--- src/rtl/serial_adder_pkg.sv ---
// Shared definitions for the bit-serial adder controller: FSM state encoding,
// the default operand width and the bit-counter width helper.
package serial_adder_pkg;

    localparam int DEFAULT_WIDTH = 8;

    typedef enum logic [1:0] {
        S_IDLE  = 2'd0,
        S_SHIFT = 2'd1,
        S_DONE  = 2'd2
    } state_e;

    // Bit counter width: enough to count 0..WIDTH-1, never narrower than one bit.
    function automatic int cnt_width(input int width);
        return (width > 1) ? $clog2(width) : 1;
    endfunction

endpackage

--- src/rtl/full_adder.sv ---
// Team 1-bit full-adder cell. Purely combinational; the serial controller
// time-multiplexes a single instance over every operand bit.
module full_adder (
    input  logic a_i,
    input  logic b_i,
    input  logic c_i,
    output logic s_o,
    output logic co_o
);

    assign s_o  = a_i ^ b_i ^ c_i;
    assign co_o = (a_i & b_i) | (c_i & (a_i ^ b_i));

endmodule

--- src/rtl/serial_adder_ctrl.sv ---
// Bit-serial addition controller. One full-adder cell adds WIDTH-bit operands
// LSB first, one bit per clock, with the carry held in a flop between bits.
// Operands are taken over a valid/ready handshake; sum and carry-out are
// registered and held until the consumer accepts them.
// Optional feature: define SERIAL_SUB_EN to add the op_sub input, which turns
// the operation into op_a - op_b (res_cout=1 means no borrow).
module serial_adder_ctrl
    import serial_adder_pkg::*;
#(
    parameter int WIDTH = DEFAULT_WIDTH
) (
    input  logic             sys_clk,
    input  logic             sys_rst_n,
    input  logic             start_valid,
    output logic             start_ready,
    input  logic [WIDTH-1:0] op_a,
    input  logic [WIDTH-1:0] op_b,
    input  logic             cin,
`ifdef SERIAL_SUB_EN
    input  logic             op_sub,
`endif
    output logic             res_valid,
    input  logic             res_ready,
    output logic [WIDTH-1:0] res_sum,
    output logic             res_cout,
    output logic             busy
);

    localparam int CNT_W = cnt_width(WIDTH);
    localparam logic [CNT_W-1:0] LAST_BIT = CNT_W'(WIDTH - 1);

    state_e           state_q, state_d;
    logic [WIDTH-1:0] a_sh_q, a_sh_d;
    logic [WIDTH-1:0] b_sh_q, b_sh_d;
    logic [WIDTH-1:0] sum_sh_q, sum_sh_d;
    logic             carry_q, carry_d;
    logic [CNT_W-1:0] cnt_q, cnt_d;
    logic [WIDTH-1:0] sum_q, sum_d;
    logic             cout_q, cout_d;

    logic             fa_sum;
    logic             fa_cout;
    logic [WIDTH:0]   sum_cat;
    logic [WIDTH-1:0] sum_shifted;
    logic [WIDTH-1:0] b_load;
    logic             carry_load;

    full_adder u_cell (
        .a_i  (a_sh_q[0]),
        .b_i  (b_sh_q[0]),
        .c_i  (carry_q),
        .s_o  (fa_sum),
        .co_o (fa_cout)
    );

    // New sum bit enters at the MSB while the partial sum moves one place right;
    // the WIDTH+1 concatenation keeps this valid for WIDTH=1 as well.
    assign sum_cat     = {fa_sum, sum_sh_q};
    assign sum_shifted = sum_cat[WIDTH:1];

    // Operand adjustment on accept: subtraction is a + ~b + 1.
`ifdef SERIAL_SUB_EN
    assign b_load     = op_sub ? ~op_b : op_b;
    assign carry_load = op_sub ? 1'b1  : cin;
`else
    assign b_load     = op_b;
    assign carry_load = cin;
`endif

    // Next-state and datapath update for the IDLE -> SHIFT -> DONE sequence.
    always_comb begin
        // NOTE: every variable gets its hold value first so no path leaves it unassigned (no latches).
        state_d  = state_q;
        a_sh_d   = a_sh_q;
        b_sh_d   = b_sh_q;
        sum_sh_d = sum_sh_q;
        carry_d  = carry_q;
        cnt_d    = cnt_q;
        sum_d    = sum_q;
        cout_d   = cout_q;

        case (state_q)
            S_IDLE: begin
                if (start_valid) begin
                    state_d = S_SHIFT;
                    a_sh_d  = op_a;
                    b_sh_d  = b_load;
                    carry_d = carry_load;
                    cnt_d   = '0;
                end
            end
            S_SHIFT: begin
                a_sh_d   = a_sh_q >> 1;
                b_sh_d   = b_sh_q >> 1;
                sum_sh_d = sum_shifted;
                carry_d  = fa_cout;
                cnt_d    = cnt_q + 1'b1;
                if (cnt_q == LAST_BIT) begin
                    state_d = S_DONE;
                    sum_d   = sum_shifted;
                    cout_d  = fa_cout;
                end
            end
            S_DONE: begin
                if (res_ready) begin
                    state_d = S_IDLE;
                end
            end
            default: begin
                state_d = S_IDLE;
            end
        endcase
    end

    // State, shift registers, carry flop, counter and result registers.
    always_ff @(posedge sys_clk or negedge sys_rst_n) begin
        if (!sys_rst_n) begin
            // NOTE: the data registers are reset too, so outputs read 0 immediately after reset or an abort.
            state_q  <= S_IDLE;
            a_sh_q   <= '0;
            b_sh_q   <= '0;
            sum_sh_q <= '0;
            carry_q  <= 1'b0;
            cnt_q    <= '0;
            sum_q    <= '0;
            cout_q   <= 1'b0;
        end else begin
            // NOTE: non-blocking assignments so every register samples pre-edge values.
            state_q  <= state_d;
            a_sh_q   <= a_sh_d;
            b_sh_q   <= b_sh_d;
            sum_sh_q <= sum_sh_d;
            carry_q  <= carry_d;
            cnt_q    <= cnt_d;
            sum_q    <= sum_d;
            cout_q   <= cout_d;
        end
    end

    assign start_ready = (state_q == S_IDLE);
    assign busy        = (state_q == S_SHIFT);
    assign res_valid   = (state_q == S_DONE);
    assign res_sum     = sum_q;
    assign res_cout    = cout_q;

endmodule

--- config.mk ---
export PLATFORM = sky130hd
export DESIGN_NAME = serial_adder_ctrl
export DESIGN_NICKNAME = d
export VERILOG_FILES = /design/src/rtl/serial_adder_pkg.sv /design/src/rtl/full_adder.sv /design/src/rtl/serial_adder_ctrl.sv
export SDC_FILE = /design/constraint.sdc
export NUM_CORES = 1
export LEC_CHECK = 0
export BUFFER_PORTS_ARGS = -buffer_cell sky130_fd_sc_hd__buf_2
export CAP_MARGIN = 30
export CORE_MARGIN = 8
export CORE_UTILIZATION = 55
export CTS_CLUSTER_SIZE = 30
export DETAILED_ROUTE_END_ITERATION = 10
export GPL_TIMING_DRIVEN = 0
export PLACE_DENSITY = 0.76
export REMOVE_ABC_BUFFERS = 1
export SYNTH_ARGS = -nofsm -noshare
export SYNTH_HDL_FRONTEND = slang
export SYNTH_SLANG_ARGS = --single-unit
--- constraint.sdc ---
create_clock -name sys_clk -period 2.2 [get_ports sys_clk]
set_clock_uncertainty 0.05 [all_clocks]
set_input_delay 0.22 -clock sys_clk [delete_from_list [all_inputs] [get_ports sys_clk]]
set_output_delay 0.22 -clock sys_clk [all_outputs]
set_load 0.01 [all_outputs]
==> results of run 1 <==
[critical path, cell delays in order (launching register included)]
cell                       delay (ns)
sky130_fd_sc_hd__dfrtp_2         0.68
sky130_fd_sc_hd__nand2b_2        0.44
sky130_fd_sc_hd__inv_2           0.15
sky130_fd_sc_hd__buf_2           0.17
[routing by layer]
layer | vias up | global-route usage (%) | wire [um]
met5 | - | 0 | 0
met4 | 0 | 5.11 | 57
met3 | 8 | 4.82 | 162
met2 | 38 | 23.7 | 1710
met1 | 591 | 16.9 | 1590
li1 | 562 | - | -
[logic make-up (layout without fill, tap and decap cells)]
family,count (synthesis),in the layout,synth area share (%)
AO/OA/AOI/OAI,23,23,11.8
adder cells (fa/ha/maj),3,3,2.57
buffers and inverters,21,51,5.70
flip-flops,38,38,54.2
multiplexers,17,17,10.8
AND/OR/NAND/NOR,32,32,14.9
[state kept, by name, summed over array words and instances, names as in the netlist]
| signal | count |
|---|---|
| a_sh_q | 8 |
| b_sh_q | 8 |
| carry_q | 1 |
| cnt_q | 3 |
| res_cout | 1 |
| res_sum | 8 |
| state_q | 2 |
| sum_sh_q | 7 |
[cell type report]
class	count	area [um^2]
clock buffers	6	51.3
clock inverters	2	60.1
fillers	254	1020
inverters	10	37.5
multi-input cells	75	707
flip-flops and latches	38	953
well taps	44	55.1
repair buffers	33	170
[how the worst max path moves through the flow]
stage / startpoint / end / slack, ns
after detailed placement: state_q[0] / sum_sh_q[6] / -0.13
after floorplan: state_q[0] / sum_sh_q[2] / 0.36
after CTS: state_q[1] / busy / 0.13
after global placement: state_q[0] / sum_sh_q[2] / -0.06
after global routing: state_q[1] / busy / 0.02
final: state_q[1] / busy / 0.14
[where the power goes]
part	total, W	internal (W)	switching, W	leakage, nW
Sequential	0.00131	0.00103	0.000280	0.447
Combinational	0.000979	0.000535	0.000443	0.433
Clock	0.000610	0.000385	0.000225	0.0585
Total	0.00290	0.00195	0.000949	0.938
[what timing repair did]
| action | 4_1_cts | 5_1_grt |
|---|---|---|
| hold endpoints to repair | 38 | 0 |
| resized for setup | 3 | 0 |
| endpoints found under the setup margin | 5 | 0 |
| hold buffers | 1 | 0 |
[metrics by stage]
step	worst slack (ns)	std cells
floorplan	0.360	123
global route	0.0218	208
global placement	-0.0638	199
finish	0.145	208
CTS	0.130	208
detailed placement	-0.133	199
[cell usage in the layout (no fill, tap or decap), types with 2 or more instances in the layout]
master,count
sky130_fd_sc_hd__a211o_1,2
sky130_fd_sc_hd__a211oi_1,7
sky130_fd_sc_hd__a22o_1,2
sky130_fd_sc_hd__buf_2,32
sky130_fd_sc_hd__bufinv_16,2
sky130_fd_sc_hd__clkbuf_4,5
sky130_fd_sc_hd__dfrtp_1,36
sky130_fd_sc_hd__dfrtp_2,2
sky130_fd_sc_hd__ha_1,2
sky130_fd_sc_hd__inv_1,9
sky130_fd_sc_hd__mux2_1,11
sky130_fd_sc_hd__mux2_2,5
sky130_fd_sc_hd__nand2b_1,3
sky130_fd_sc_hd__nor3b_1,9
sky130_fd_sc_hd__nor4b_1,7
sky130_fd_sc_hd__nor4bb_1,2
sky130_fd_sc_hd__o221a_2,7
sky130_fd_sc_hd__or4b_1,7
==> parameters.txt, run 1 <==
Parameter                              Value

Timing
  Final hold violations    0
  Unrepaired setup endpoints after global routing    false
  Worst-case hold slack    0.0202 ns
  Transition time at the pin with the least slew margin    0.834 ns
  Setup Total Neg Slack    0 ns
  Portion of the clock cycle consumed by the worst path in the final layout    93.4%
  Setup violations, final    0
  Max Slew Vio Count    0
  Post-layout min period    2.06 ns
  Relative slew slack    44.4%
  Fmax    0.487 GHz

Yosys
  Cell area after technology mapping    1760 um^2
  Cell type with the largest total area after synthesis    sky130_fd_sc_hd__dfrtp_1
  Ranking of synthesized cells by area    sky130_fd_sc_hd__dfrtp_1 (54%), sky130_fd_sc_hd__mux2_1 (7.1%), sky130_fd_sc_hd__o221a_2 (4.5%)
  Yosys reg bits    38
  Leading cell type by number of instances after synthesis    sky130_fd_sc_hd__dfrtp_1
  Proportion of synthesized flip-flops having asynchronous set or reset    100%
  Sequential fraction of the synthesis area    54.2%
  Mean Syn Cell Area    13.1 um^2
  Count of cell types in the netlist    29
  Post-synth EDFFs    0
  Post-Syn Instances    134
  Top flip-flop cell by instance count after synthesis    sky130_fd_sc_hd__dfrtp_1
  Yosys warning count    0
  List of most frequent post-synthesis cells    sky130_fd_sc_hd__dfrtp_1 (38), sky130_fd_sc_hd__mux2_1 (11), sky130_fd_sc_hd__inv_1 (9), sky130_fd_sc_hd__nor3b_1 (9), sky130_fd_sc_hd__buf_2 (8)
  Synth top area share    54.2%

Worst setup path
  Reg-to-reg critical path endpoint    res_sum[2]
  Type of element capturing the critical path    output pin
  Critical setup path kind    flip-flop to output pin
  Crit-path max FO    32
  Endpoint arrival time on the critical path    1.79 ns
  Slack of the worst reg-to-reg path    0.37 ns
  Type of origin of the critical path    flip-flop
  Critical Path RT    1.93 ns
  Reg2Reg Depth    2
  Reg2reg start    state_q[0]

Min path
  Hold Startpoint    res_ready
  Worst Hold Class    input pin to flip-flop
  Worst hold path stage count    2
  Worst hold path endpoint    state_q[1]

Power
  Total design power    0.00290 W
  Largest voltage drop on the vdd net    0.000698 V
  Static leakage power    0.938 nW
  Cell Pwr Density    1430 nW/um^2

Detailed routing
  Drt pass-1 iters    4
  Detailed-route wire length    3520 um
  Mean routed wirelength per cell    16.9 um
  Post-route antenna net violation count    0
  Detailed-route DRC error count    0
  Total via count in the routed design    1199
  Routed via count divided by cell count    5.76
  DRC marker count from the first detailed-route iteration    81

Placement
  Placed cell areas    1910 um^2
  HPWL after detailed placement    2420 um
  Routability cong.    0.682
  Count of port buffers added during placement    32

Die
  Die area    5260 um^2
  Overall die height    72.5 um
  I/O pin cnt    33
  Std-Cell Rows    20
  Die width    72.5 um
  Initial standard-cell utilization of the core    57.5%
  Core Area    3050 um^2

GRT
  Overall fraction of global-route tracks in use    14.3%
  Total grt overflow    0
  Wire length of the first global-routing pass    5940 um
  Pin count of the biggest net entering global routing    39
  Initial antenna violation count    0
  Vias in the first global route    1271

Layout
  Nets    187
  Post-Route Utilization    66.6%
  Post-layout instance area    2030 um^2
  Layout area overhead    15.9%
  N_diodes    0
  Share of cells above drive strength 1    35.4%

Run status
  Status    finished clean

Clock tree
  Post-CTS setup buffer count    0
  Clock tree from TritonCTS    yes
  Largest buffer count on any clock path    2
  Number of clock sinks    38
  Number of levels the H-tree was split into    2
  Clock slew seen by the registers of the worst setup and hold paths    0.11 ns
  Insertion delay of the later-clocked pin in the worst-skew pair    0.34 ns
  Root buffer cell    sky130_fd_sc_hd__clkbuf_4
  Number of CTS-inserted buffers    5

Flow run
  Count of maximum capacitance violations    0
No activity file was read; power rests on OpenSTA's default activity.
==> inputs of run 2 (changes only) <==
--- a/config.mk
+++ b/config.mk
@@ -15,2 +15,3 @@
 export PLACE_DENSITY = 0.76
+export RECOVER_POWER = 50
 export REMOVE_ABC_BUFFERS = 1
==> constraint.sdc (replaced) <==
create_clock -name sys_clk -period 2.2 [get_ports sys_clk]
set_clock_uncertainty 0.05 [all_clocks]
set_input_delay 0 -clock sys_clk [delete_from_list [all_inputs] [get_ports sys_clk]]
set_output_delay 0 -clock sys_clk [all_outputs]
set_load 0.01 [all_outputs]
==> parameters.txt, run 2 (synthesis gave the netlist of run 1 again) <==
Parameter                              Value

GRT
  Overall fraction of global-route tracks in use    14.9% (was 14.3%)
  Wire length of the first global-routing pass    6180 um (was 5940 um)
  Vias in the first global route    1334 (was 1271)
  Initial antenna violation count    0 (unchanged)
  Total grt overflow    0 (unchanged)
  Pin count of the biggest net entering global routing    39 (unchanged)

Detailed routing
  Post-route antenna net violation count    0 (unchanged)
  Total via count in the routed design    1258 (was 1199)
  Routed via count divided by cell count    5.59 (was 5.76)
  Drt pass-1 iters    4 (unchanged)
  Detailed-route wire length    3660 um (was 3520 um)
  Detailed-route DRC error count    0 (unchanged)
  DRC marker count from the first detailed-route iteration    66 (was 81)
  Mean routed wirelength per cell    16.2 um (was 16.9 um)

Timing
  Fmax    0.542 GHz (was 0.487 GHz)
  Portion of the clock cycle consumed by the worst path in the final layout    83.9% (was 93.4%)
  Max Slew Vio Count    0 (unchanged)
  Transition time at the pin with the least slew margin    0.908 ns (was 0.834 ns)
  Post-layout min period    1.85 ns (was 2.06 ns)
  Worst Setup Slack, final    0.354 ns (was 0.145 ns)
  Setup violations, final    0 (unchanged)
  Worst-case hold slack    0.0369 ns (was 0.0202 ns)
  Relative slew slack    39.4% (was 44.4%)
  Unrepaired setup endpoints after global routing    false (unchanged)
  Final hold violations    0 (unchanged)

Die
  Initial standard-cell utilization of the core    57.5% (unchanged)
  Overall die height    72.5 um (unchanged)
  Std-Cell Rows    20 (unchanged)
  Die width    72.5 um (unchanged)
  I/O pin cnt    33 (unchanged)
  Core Area    3050 um^2 (unchanged)
  Die area    5260 um^2 (unchanged)

Layout
  Layout area overhead    24.9% (was 15.9%)
  Commonest non-fill, non-tap cells in the layout    sky130_fd_sc_hd__dfrtp_1 (36), sky130_fd_sc_hd__buf_2 (22), sky130_fd_sc_hd__dlygate4sd3_1 (18) (was sky130_fd_sc_hd__dfrtp_1 (36), sky130_fd_sc_hd__buf_2 (32), sky130_fd_sc_hd__mux2_1 (11))
  Most frequent standard cell in the layout excluding fill and tap cells    sky130_fd_sc_hd__dfrtp_1 (unchanged)
  N_diodes    0 (unchanged)
  Share of cells above drive strength 1    27.1% (was 35.4%)
  Nets    204 (was 187)

Flow run
  Count of maximum capacitance violations    0 (unchanged)

Worst setup path
  Endpoint arrival time on the critical path    2.02 ns (was 1.79 ns)
  Max stage delay on crit path    0.70 ns (was 0.68 ns)
  Buffers plus inverters on the worst setup path    0 (was 2)
  CP delay by family, top    flip-flops (unchanged)
  Type of element capturing the critical path    flip-flop (was output pin)
  Crit-path max FO    33 (was 32)
  Cells traversed along the worst timing path    nand3b_1 -> mux2_1 (was nand2b_2 -> inv_2 -> buf_2)
  Type of origin of the critical path    flip-flop (unchanged)
  Max stage delay cell, worst path    sky130_fd_sc_hd__dfrtp_2 (unchanged)
  Critical setup path kind    flip-flop to flip-flop (was flip-flop to output pin)
  Critical Path RT    2.38 ns (was 1.93 ns)

Placement
  Worst setup timing slack at the placement stage    -0.133 ns (unchanged)
  Routability cong.    0.682 (unchanged)
  Count of port buffers added during placement    32 (unchanged)
  HPWL after detailed placement    2420 um (unchanged)

Clock tree
  Number of CTS-inserted buffers    5 (unchanged)
  Largest buffer count on any clock path    2 (unchanged)
  Clock slew seen by the registers of the worst setup and hold paths    0.11 ns (about the same)
  Clock tree from TritonCTS    yes (unchanged)
  Insertion delay of the later-clocked pin in the worst-skew pair    0.34 ns (about the same)
  Root buffer cell    sky130_fd_sc_hd__clkbuf_4 (unchanged)
  Number of clock sinks    38 (unchanged)
  Number of levels the H-tree was split into    2 (unchanged)

Power
  Static leakage power    0.981 nW (was 0.938 nW)
  Net switching component of the power    0.000956 W (was 0.000949 W)
  Sequential share of power    45.3% (about the same)
  Portion of total power attributed to the clock network    20.9% (was 21.0%)
  Largest voltage drop on the vdd net    0.000716 V (was 0.000698 V)
  Fraction of power spent switching nets    32.9% (was 32.7%)
  Cell Pwr Density    1330 nW/um^2 (was 1430 nW/um^2)
  Combinational share of power    33.8% (was 33.7%)
  Internal power contribution    0.00195 W (about the same)

Run status
  Status    finished clean (unchanged)

Min path
  Worst Hold Class    input pin to flip-flop (unchanged)
[run 2: layout make-up]
class                           instances  area, um^2
Timing Repair Buffer                   50         329
Clock inverter                          2        60.1
Clock buffer                            6        51.3
Inverter                               10        37.5
Multi-Input combinational cell         75         707
Tap cell                               44        55.1
Fill cell                             231         860
Sequential cell                        38         953
[run 2: tightest hold or removal path, cell delays in order]
cell and delay (ns):
sky130_fd_sc_hd__buf_2 0.07, sky130_fd_sc_hd__nor4bb_1 0.19, sky130_fd_sc_hd__a211o_1 0.13
[run 2: path summary, 6_finish.rpt]
check / from / end / slack (ns) / cells after the start
max: state_q[0] / res_sum[2] / 0.35 / 2
min: op_a[7] / a_sh_q[7] / 0.04 / 3
max reg2reg: state_q[0] / res_sum[2] / 0.35 / 2
min reg2reg: sum_sh_q[1] / res_sum[0] / 0.44 / 1
max in group asynchronous: sys_rst_n / state_q[0] / 1.21 / 2
min in group asynchronous: sys_rst_n / res_sum[7] / 0.27 / 2
[run 2: power groups by stage]
| stage | sequential (W) | clock, W | combinational (W) |
|---|---|---|---|
| floorplan | 0.00128 | 0 | 0.000671 |
| global placement | 0.00129 | 0 | 0.000933 |
| detailed placement | 0.00133 | 0 | 0.000991 |
| CTS | 0.00132 | 0.000628 | 0.00102 |
| global route | 0.00137 | 0.000650 | 0.00110 |
| finish | 0.00132 | 0.000608 | 0.000983 |
[run 2: timing repair]
action,in CTS,in global routing
endpoints found under the hold margin,55,0
hold buffers,18,0
buffers inserted,0,0
pin swaps,0,0
gates resized for setup,2,1
gates cloned,0,0
setup endpoints to repair,5,2
[run 2: stage by stage]
| step | cells | instance area (um^2) | TNS [ns] | total power [W] | utilization (%) |
|---|---|---|---|---|---|
| global placement | 199 | 1910 | -0.124 | 0.00223 | 62.5 |
| CTS | 225 | 2200 | 0 | 0.00296 | 72.1 |
| finish | 225 | 2190 | 0 | 0.00291 | 71.8 |
| detailed placement | 199 | 1910 | -0.330 | 0.00232 | 62.5 |
| floorplan | 123 | 1690 | 0 | 0.00196 | - |
| global route | 225 | 2190 | 0 | 0.00312 | 71.8 |
[run 2: per-layer routing]
metal / vias to the layer above / part of all wire (%) / global-route usage (%)
met5: - / 0 / 0
met4: 0 / 1.7 / 5.11
met3: 6 / 6.2 / 5.37
met2: 37 / 48 / 24.5
met1: 619 / 44 / 17.5
li1: 596 / - / -
